<file path="config.mk">
export PLATFORM = sky130hd
export DESIGN_NAME = mcycle_ctrl_fsm
export DESIGN_NICKNAME = d
export VERILOG_FILES = /design/src/rtl/mcycle_ctrl_fsm.sv
export SDC_FILE = /design/constraint.sdc
export NUM_CORES = 1
export LEC_CHECK = 0
export ABC_AREA = 1
export CORE_UTILIZATION = 38
export DETAILED_ROUTE_END_ITERATION = 8
export PLACE_DENSITY = 0.91
export SYNTH_ARGS = -nofsm -noshare
export SYNTH_HDL_FRONTEND = slang
export SYNTH_SLANG_ARGS = --single-unit
export TNS_END_PERCENT = 30
</file>
<file path="constraint.sdc">
create_clock -name clk -period 3.93 [get_ports clk]
set_clock_uncertainty 0.1 [all_clocks]
set_input_delay 0.393 -clock clk [delete_from_list [all_inputs] [get_ports clk]]
set_output_delay 0.393 -clock clk [all_outputs]
set_load 0.1 [all_outputs]
</file>
<file path="src/rtl/mcycle_ctrl_fsm.sv">
// Multicycle MIPS-subset control FSM (Moore).
// Optional EXC_EN macro adds the two-cycle exception sequence.
module mcycle_ctrl_fsm #(
  parameter logic [1:0] EXC_VECTOR_SEL = 2'b11
) (
  input  logic       clk,
  input  logic       reset,
  input  logic [5:0] opcode,
  input  logic [5:0] funct,
  input  logic       overflow,
  output logic       pc_write,
  output logic       pc_write_cond,
  output logic [1:0] pc_source,
  output logic       i_or_d,
  output logic       mem_wr,
  output logic       ir_write,
  output logic       mdr_write,
  output logic       alu_src_a,
  output logic [1:0] alu_src_b,
  output logic [2:0] alu_op,
  output logic       alu_out_write,
  output logic       reg_dst,
  output logic       mem_to_reg,
  output logic       reg_write,
  output logic       epc_write,
  output logic       exc_cause,
  output logic [3:0] state
);

  typedef enum logic [3:0] {
    S_RESET, S_FETCH, S_FETCH_WAIT, S_DECODE,
    S_EXEC_R, S_WB_R, S_EXEC_I, S_WB_I,
    S_MEM_ADDR, S_MEM_READ, S_MEM_WAIT, S_WB_MEM,
    S_MEM_WRITE, S_BRANCH, S_JUMP, S_EXC
  } state_t;

  localparam logic [2:0] OP_NONE = 3'b000;
  localparam logic [2:0] OP_ADD  = 3'b001;
  localparam logic [2:0] OP_SUB  = 3'b010;
  localparam logic [2:0] OP_AND  = 3'b011;

  state_t     cur, nxt;
  logic       is_load;
  logic       bad_funct;
  logic       funct_ok;
  logic [2:0] funct_op;

  always_comb begin
    funct_op = OP_NONE;
    case (funct)
      6'h20:   funct_op = OP_ADD;
      6'h22:   funct_op = OP_SUB;
      6'h24:   funct_op = OP_AND;
      default: funct_op = OP_NONE;
    endcase
  end

  assign funct_ok = (funct_op != OP_NONE);

  // opcode/funct are only looked at in DECODE and EXEC_R; later
  // decisions use these captured flags.
  always_ff @(posedge clk) begin
    if (reset) begin
      cur       <= S_RESET;
      is_load   <= 1'b0;
      bad_funct <= 1'b0;
    end else begin
      cur <= nxt;
      if (cur == S_DECODE) is_load <= (opcode == 6'h23);
      if (cur == S_EXEC_R) bad_funct <= !funct_ok;
    end
  end

`ifdef EXC_EN
  logic phase;
  logic cause_q;
  logic unused_bits;

  assign unused_bits = 1'b0;

  always_ff @(posedge clk) begin
    if (reset) begin
      phase   <= 1'b0;
      cause_q <= 1'b0;
    end else begin
      phase <= (cur == S_EXC) && !phase;
      if (nxt == S_EXC && cur != S_EXC)
        cause_q <= (cur == S_EXEC_I) ||
                   (cur == S_EXEC_R && funct_ok);
    end
  end
`else
  logic       phase;
  logic       cause_q;
  logic [2:0] unused_bits;

  assign phase       = 1'b0;
  assign cause_q     = 1'b0;
  assign unused_bits = {overflow, EXC_VECTOR_SEL};
`endif

  always_comb begin
    nxt = cur;
    case (cur)
      S_RESET:      nxt = S_FETCH;
      S_FETCH:      nxt = S_FETCH_WAIT;
      S_FETCH_WAIT: nxt = S_DECODE;
      S_DECODE: begin
        case (opcode)
          6'h00:        nxt = S_EXEC_R;
          6'h08:        nxt = S_EXEC_I;
          6'h23, 6'h2B: nxt = S_MEM_ADDR;
          6'h04:        nxt = S_BRANCH;
          6'h02:        nxt = S_JUMP;
`ifdef EXC_EN
          default:      nxt = S_EXC;
`else
          default:      nxt = S_FETCH;
`endif
        endcase
      end
`ifdef EXC_EN
      S_EXEC_R:     nxt = (!funct_ok || overflow) ? S_EXC : S_WB_R;
      S_EXEC_I:     nxt = overflow ? S_EXC : S_WB_I;
      S_EXC:        nxt = phase ? S_FETCH : S_EXC;
`else
      S_EXEC_R:     nxt = S_WB_R;
      S_EXEC_I:     nxt = S_WB_I;
      S_EXC:        nxt = S_FETCH;
`endif
      S_MEM_ADDR:   nxt = is_load ? S_MEM_READ : S_MEM_WRITE;
      S_MEM_READ:   nxt = S_MEM_WAIT;
      S_MEM_WAIT:   nxt = S_WB_MEM;
      S_WB_R, S_WB_I, S_WB_MEM,
      S_MEM_WRITE, S_BRANCH, S_JUMP:
                    nxt = S_FETCH;
      default:      nxt = S_RESET;
    endcase
  end

  always_comb begin
    pc_write      = 1'b0;
    pc_write_cond = 1'b0;
    pc_source     = 2'b00;
    i_or_d        = 1'b0;
    mem_wr        = 1'b0;
    ir_write      = 1'b0;
    mdr_write     = 1'b0;
    alu_src_a     = 1'b0;
    alu_src_b     = 2'b00;
    alu_op        = OP_NONE;
    alu_out_write = 1'b0;
    reg_dst       = 1'b0;
    mem_to_reg    = 1'b0;
    reg_write     = 1'b0;
    epc_write     = 1'b0;
    case (cur)
      S_FETCH: begin
        alu_src_b = 2'b01;
        alu_op    = OP_ADD;
        pc_write  = 1'b1;
      end
      S_FETCH_WAIT: ir_write = 1'b1;
      S_DECODE: begin
        alu_src_b     = 2'b11;
        alu_op        = OP_ADD;
        alu_out_write = 1'b1;
      end
      S_EXEC_R: begin
        alu_src_a     = 1'b1;
        alu_op        = funct_op;
        alu_out_write = funct_ok;
      end
      S_WB_R: begin
        reg_dst   = 1'b1;
        reg_write = !bad_funct;
      end
      S_EXEC_I, S_MEM_ADDR: begin
        alu_src_a     = 1'b1;
        alu_src_b     = 2'b10;
        alu_op        = OP_ADD;
        alu_out_write = 1'b1;
      end
      S_WB_I:     reg_write = 1'b1;
      S_MEM_READ: i_or_d = 1'b1;
      S_MEM_WAIT: begin
        i_or_d    = 1'b1;
        mdr_write = 1'b1;
      end
      S_WB_MEM: begin
        mem_to_reg = 1'b1;
        reg_write  = 1'b1;
      end
      S_MEM_WRITE: begin
        i_or_d = 1'b1;
        mem_wr = 1'b1;
      end
      S_BRANCH: begin
        alu_src_a     = 1'b1;
        alu_op        = OP_SUB;
        pc_source     = 2'b01;
        pc_write_cond = 1'b1;
      end
      S_JUMP: begin
        pc_source = 2'b10;
        pc_write  = 1'b1;
      end
`ifdef EXC_EN
      S_EXC: begin
        if (phase) begin
          pc_source = EXC_VECTOR_SEL;
          pc_write  = 1'b1;
        end else begin
          alu_src_b = 2'b01;
          alu_op    = OP_SUB;
          epc_write = 1'b1;
        end
      end
`endif
      default: ;
    endcase
  end

  assign exc_cause = cause_q;
  assign state     = cur;

endmodule

</file>
==> flow_metrics.py, run 1 <==
metrics = {
    "timing": {
        "slew_headroom": 0.350,
        "drv_slew": 0,
        "max_freq_ghz": 0.342,
        "worst_pin_slew_ns": 0.972,
        "finalCriticalPeriod_ns": 2.92,
        "final.period_utilization": 0.744,
        "hold_viol_final": 0,
        "setup_viol_count_final": 0,
        "rsz0062_at_grt": "false",
    },
    "setup_path": {
        "worst-path-max-fanout": 7,
        "critical_path_class": "register to output pin",
        "path_delay_family": "buffers and inverters",
        "crit_top_cell": "nor2_1",
        "cp-end-kind": "output pin",
        "slowest_delay_ns": 1.12,
        "cp_data_arrival_time_ns": 2.43,
        "slowest_stage": "clkdlybuf4s50_1",
        "cp_cell_sequence": "inv_2 -> nor2_1 -> inv_1 -> nor2_1 -> nor2_1 -> nand2_1 -> clkdlybuf4s50_1",
        "critical_path_buf_inv_count": 3,
        "cp.required_ns": 3.44,
        "start_kind": "register",
    },
    "logic_synthesis": {
        "avgSynthCellArea_um2": 6.09,
        "yosysWarnings": 0,
        "synthAdderAreaFrac": 0,
        "ys_ff_latch": 6,
        "syn_inst": 99,
        "synth-simple-area-share": 0.413,
        "synth_cell_types": 25,
        "synth_top_family_by_area": "simple AND/OR/NAND/NOR gates",
        "synth_xor_area_frac": 0,
        "synth_compound_area_frac": 0.239,
        "synthMuxAreaShare": 0,
        "yosysSeqAreaShare": 0.199,
        "syn_area_um2": 603,
    },
    "routing": {
        "post_drt_via_cell_ratio": 5.09,
        "dr.first_iter.drc_count": 10,
        "via_count": 763,
        "post-route-drc-count": 0,
        "wire_per_inst_um": 10.5,
        "wl_um": 1570,
        "ant_nets": 0,
        "first_pass_iters": 4,
    },
    "clock_tree": {
        "h-tree-depth": 1,
        "cts_hold_buf": 0,
        "clock_sinks": 6,
        "cts_resized": 0,
        "clock_tree.buffer_depth": 2,
        "cts_tree": "done",
        "cts_setup_buffers": 0,
        "cts.clk_slew.worst_paths_ns": 0.05,
        "worstSkewPairLatency_ns": 0.25,
        "cts_root_buf": "clkbuf_4",
        "cts_buffers": 3,
    },
    "die": {
        "die-height_um": 41.8,
        "initial_core_util": 0.405,
        "dieArea_um2": 1750,
        "die_x_um": 41.8,
        "core_um2": 1490,
        "rows": 14,
        "ios": 39,
    },
    "run_status": {
        "outcome": "complete, no violations",
    },
    "hold_path": {
        "hold_class": "register to register",
    },
    "placement": {
        "placed_area_um2": 933,
        "place_congestion": 0.826,
        "hpwl_um": 1330,
        "portBuffers": 34,
    },
    "finish": {
        "nets": 151,
        "diodes": 0,
        "final_area_um2": 956,
        "final_util": 0.642,
        "final_layout_size_suffix_gt1_frac": 0.179,
        "fillers": 139,
        "syn_to_final_growth_pct": 58.5,
    },
    "global_route": {
        "grt.overflow.total": 0,
        "grt_pass1_vias": 623,
        "grt_max_degree": 8,
        "grt_pass1_wl_um": 2550,
        "antenna_found_initial": 0,
        "grt_usage": 0.197,
    },
    "power": {
        "power_leakage_nw": 0.399,
        "ir_drop_mv": 0.156,
        "power.density_nw_per_um2": 364,
    },
    "run": {
        "cap_viol_max_count": 0,
    },
}
-- cell usage in the layout (no fill, tap or decap) --
master           count
o21ai_0              3
a21oi_4              1
inv_1               10
nor3_1               2
o211ai_1             1
nor2_2               2
nor2_4               3
buf_4                3
o21ai_2              2
o221ai_1             1
clkdlybuf4s50_1     31
nand2_4              1
conb_1               3
a31o_2               1
o21ai_1              2
or2_1                1
o22ai_1              1
dfxtp_1              6
nand2_2              2
a21oi_1              9
nand3_1              6
nand2_1             13
a21oi_2              1
nand4_1              2
clkbuf_4             3
nor2_1              19
inv_2                5
-- metal layers --
layer | GRT usage | share of wire | up-vias
met3 | 0.0609 | 0.089 | 4
li1 | - | - | 394
met5 | 0 | 0 | -
met4 | 0.135 | 0.029 | 0
met2 | 0.322 | 0.48 | 41
met1 | 0.214 | 0.40 | 324
-- power by group --
part           total, mW  internal (mW)  switching, mW
combinational      0.216         0.0501          0.166
clock             0.0580         0.0346         0.0234
sequential        0.0733         0.0654        0.00797
total              0.348          0.150          0.197
-- logic make-up (layout without fill, tap and decap cells) --
family                 Yosys count  after routing
AND/OR/NAND/NOR                 51             51
buffers and inverters           19             52
AO/OA/AOI/OAI                   22             22
other                            1              3
flip-flops                       6              6
-- layout make-up --
| type | instances | area (µm²) | area share |
|---|---|---|---|
| Inverter | 15 | 56.3 | 0.0589 |
| Tap cell | 16 | 20.0 | 0.0209 |
| Multi-Input combinational cell | 76 | 404 | 0.423 |
| Timing Repair Buffer | 34 | 333 | 0.348 |
| Sequential cell | 6 | 120 | 0.126 |
| Clock buffer | 3 | 22.5 | 0.0236 |
-- through the flow --
step                instances  power, mW  setup slack (ns)  setup TNS [ns]  hold slack (ns)
CTS                       150      0.348              1.02               0            0.405
global route              150      0.367             0.862               0            0.442
finish                    150      0.348              1.01               0            0.399
floorplan                 101      0.241            -0.172          -0.172            0.361
detailed placement        147      0.290              1.28               0            0.398
global placement          147      0.288              1.28               0            0.386
-- flip-flops by register name (all words and copies together) (netlist names) --
signal and count:
state 4, bad_funct 1, is_load 1
-- final timing paths --
path	cells past startpoint	start	endpoint	slack (ns)
max reg2reg	6	state[0]$_SDFF_PP0_	state[1]$_SDFF_PP0_	2.60
min	2	bad_funct$_SDFFE_PP0P_	bad_funct$_SDFFE_PP0P_	0.40
min reg2reg	2	bad_funct$_SDFFE_PP0P_	bad_funct$_SDFFE_PP0P_	0.40
max	7	state[0]$_SDFF_PP0_	alu_src_a	1.01
-- synth_stat cells --
| master | count | area share |
|---|---|---|
| nand4_1 | 2 | 0.021 |
| o221ai_1 | 1 | 0.015 |
| o211ai_1 | 1 | 0.012 |
| o21ai_2 | 2 | 0.029 |
| conb_1 | 1 | 0.0062 |
| nand2_4 | 1 | 0.019 |
| inv_2 | 5 | 0.031 |
| nor2_2 | 2 | 0.021 |
| dfxtp_1 | 6 | 0.20 |
| o21ai_0 | 4 | 0.033 |
| nor2_1 | 19 | 0.12 |
| nand2_1 | 13 | 0.081 |
| a31o_2 | 1 | 0.015 |
| o21ai_1 | 1 | 0.0083 |
| inv_1 | 10 | 0.062 |
| a21oi_2 | 1 | 0.015 |
| nor2_4 | 3 | 0.056 |
| buf_4 | 4 | 0.050 |
| nand2_2 | 2 | 0.021 |
| nor3_1 | 2 | 0.017 |
| a21oi_4 | 1 | 0.027 |
| or2_1 | 1 | 0.010 |
| a21oi_1 | 9 | 0.075 |
| nand3_1 | 6 | 0.050 |
| o22ai_1 | 1 | 0.010 |
-- worst min-delay path, delay by kind of cell (launching register included) --
| family | cells | cell delay (ns) |
|---|---|---|
| simple gates | 2 | 0.15 |
| flops | 1 | 0.31 |
Note: power is estimated with default switching activity, not from simulation.
==> run 2: changes to the inputs <==
--- a/config.mk
+++ b/config.mk
@@ -6,9 +6,9 @@
 export NUM_CORES = 1
 export LEC_CHECK = 0
 export ABC_AREA = 1
-export CORE_UTILIZATION = 38
+export CORE_UTILIZATION = 35
 export DETAILED_ROUTE_END_ITERATION = 8
-export PLACE_DENSITY = 0.91
+export PLACE_DENSITY = 0.85
 export SYNTH_ARGS = -nofsm -noshare
 export SYNTH_HDL_FRONTEND = slang
 export SYNTH_SLANG_ARGS = --single-unit
==> constraint.sdc (replaced) <==
create_clock -name clk -period 3 [get_ports clk]
set_clock_uncertainty 0.1 [all_clocks]
set_input_delay 0.3 -clock clk [delete_from_list [all_inputs] [get_ports clk]]
set_output_delay 0.3 -clock clk [all_outputs]
set_load 0.1 [all_outputs]
==> run 2 against run 1 <==
  * The run now ends with design-rule violations left
  * Critical path type is now input port to output pin
  * Non-clock buffer count stayed put
  * Setup slack worse by 0.18 ns
  * Critical endpoint is now alu_op[1]
  * Global-route usage increased by 1.0 points
  * Worst hold slack got worse by 0.0044 ns
  * Flip-flop and latch count did not move
==> flow_metrics.py, run 2 (same netlist as run 1, synthesis figures left out) <==
metrics = {
    "timing": {
        "finalCriticalPeriod_ns": 2.18,
        "rsz0062_at_grt": "false",
        "setup_viol_count_final": 0,
        "max_freq_ghz": 0.459,
        "final.period_utilization": 0.726,
        "drv_slew": 0,
        "hold_viol_final": 0,
        "setup_tns_ns": 0,
        "hold_ws_ns": 0.395,
    },
    "clock_tree": {
        "cts_tree": "done",
        "clock_tree.buffer_depth": 2,
        "cts_buffers": 3,
        "cts_root_buf": "clkbuf_4",
        "cts_hold_buf": 0,
        "cts.clk_slew.worst_paths_ns": 0.04,
        "h-tree-depth": 1,
        "cts_setup_buffers": 0,
        "cts_resized": 0,
        "worstSkewPairLatency_ns": 0.25,
        "clock_sinks": 6,
    },
    "setup_path": {
        "worst-path-max-fanout": 3,
        "path_delay_family": "buffers and inverters",
        "worst-path-stages": 9,
        "cp-end-kind": "output pin",
        "cp_data_arrival_time_ns": 1.78,
        "slowest_delay_ns": 0.40,
        "critical_path_class": "input port to output pin",
        "cp.required_ns": 2.60,
        "r2r_slack_ns": 1.65,
        "slowest_stage": "clkdlybuf4s50_1",
        "critical_path_buf_inv_count": 3,
        "r2r_cells": 6,
        "r2r_start": "state[1]$_SDFF_PP0_",
        "r2r-end": "state[0]$_SDFF_PP0_",
        "cp_cell_sequence": "clkdlybuf4s50_1 -> inv_1 -> nand2_1 -> nor3_1 -> nand2_2 -> a21oi_2 -> o21ai_1 -> o21ai_2 -> buf_4",
        "start_kind": "input port",
    },
    "global_route": {
        "antenna_found_initial": 0,
        "grt.overflow.total": 0,
        "grt_pass1_vias": 738,
        "grt_max_degree": 8,
        "grt_pass1_wl_um": 2900,
        "grt_usage": 0.207,
    },
    "die": {
        "dieArea_um2": 1890,
        "die-height_um": 43.5,
        "die_x_um": 43.5,
        "core_um2": 1560,
        "initial_core_util": 0.387,
        "ios": 39,
        "rows": 14,
    },
    "routing": {
        "dr.first_iter.drc_count": 31,
        "via_count": 758,
        "post_drt_via_cell_ratio": 5.05,
        "ant_nets": 0,
        "post-route-drc-count": 10,
        "wire_per_inst_um": 10.9,
        "wl_um": 1630,
        "first_pass_iters": 6,
    },
    "finish": {
        "syn_to_final_growth_pct": 54.4,
        "final_util": 0.597,
        "diodes": 0,
        "most-common-layout-cells": "21 x buf_4, 17 x nor2_1, 13 x nand2_1, 13 x clkdlybuf4s50_1, 10 x inv_1",
        "nets": 151,
        "layout_commonest_cell": "buf_4",
        "final_cell_count_no_fill": 150,
        "largest_reg_flops": 4,
        "final_layout_size_suffix_gt1_frac": 0.358,
        "final_area_um2": 931,
    },
    "power": {
        "power_leakage_nw": 0.436,
        "ir_drop_mv": 0.235,
        "power.density_nw_per_um2": 488,
    },
    "placement": {
        "portBuffers": 34,
        "place_congestion": 0.859,
        "hpwl_um": 1400,
        "dp.cells": 147,
        "placed_area_um2": 908,
    },
    "hold_path": {
        "hold_class": "register to register",
        "holdPathEnd": "is_load$_SDFFE_PP0P_",
        "min_path_cells": 2,
        "hp-start": "is_load$_SDFFE_PP0P_",
    },
    "run_status": {
        "outcome": "complete, but fails checks",
        "violations": "design-rule violations",
    },
    "run": {
        "cap_viol_max_count": 0,
    },
}
run 2: changes by cell type in the layout (fill, tap and decap cells not counted), sizes merged:
| cell | change |
|---|---|
| clkdlybuf4s50 | -18 |
| buf | +18 |
run 2: final cells by class:
| cell class | instances | area, µm² |
|---|---|---|
| Inverter | 15 | 56.3 |
| Multi-Input combinational cell | 76 | 420 |
| Sequential cell | 6 | 124 |
| Clock buffer | 3 | 22.5 |
| Timing Repair Buffer | 34 | 288 |
| Fill cell | 159 | 628 |
| Tap cell | 16 | 20.0 |
run 2: where the power goes:
group	switching (mW)	leakage, nW	internal [mW]	total (mW)
clock	0.0286	0.0138	0.0452	0.0738
sequential	0.0107	0.0501	0.0864	0.0971
combinational	0.221	0.372	0.0619	0.283
run 2: tightest hold or removal path, cell delays in order, from the launching register on:
cell	delay [ns]
dfxtp_1	0.31
o21ai_0	0.07
a21oi_1	0.06
run 2: worst max-delay path by stage:
stage / start / end / slack [ns]
2_1_floorplan: state[1]$_SDFF_PP0_ / alu_out_write / -0.41
3_3_place_gp: funct[5] / alu_op[1] / 0.93
3_5_place_dp: funct[4] / alu_op[1] / 0.84
4_1_cts: funct[4] / alu_op[1] / 0.83
5_1_grt: state[2]$_SDFF_PP0_ / alu_op[1] / 0.73
6_report: funct[4] / alu_op[1] / 0.82
run 2: per-stage QoR:
stage / setup slack, ns / power, mW
global route: 0.726 / 0.475
floorplan: -0.410 / 0.321
global placement: 0.926 / 0.377
finish: 0.822 / 0.454
CTS: 0.829 / 0.455
detailed placement: 0.835 / 0.380
run 2: routing by layer:
| metal | vias up | share of wire | wire length (µm) | track usage |
|---|---|---|---|---|
| met2 | 33 | 0.49 | 799 | 0.355 |
| met4 | 0 | 0.028 | 45 | 0.169 |
| met1 | 329 | 0.40 | 648 | 0.223 |
| met3 | 5 | 0.083 | 135 | 0.0333 |
| met5 | - | 0 | 0 | 0 |
| li1 | 391 | - | - | - |
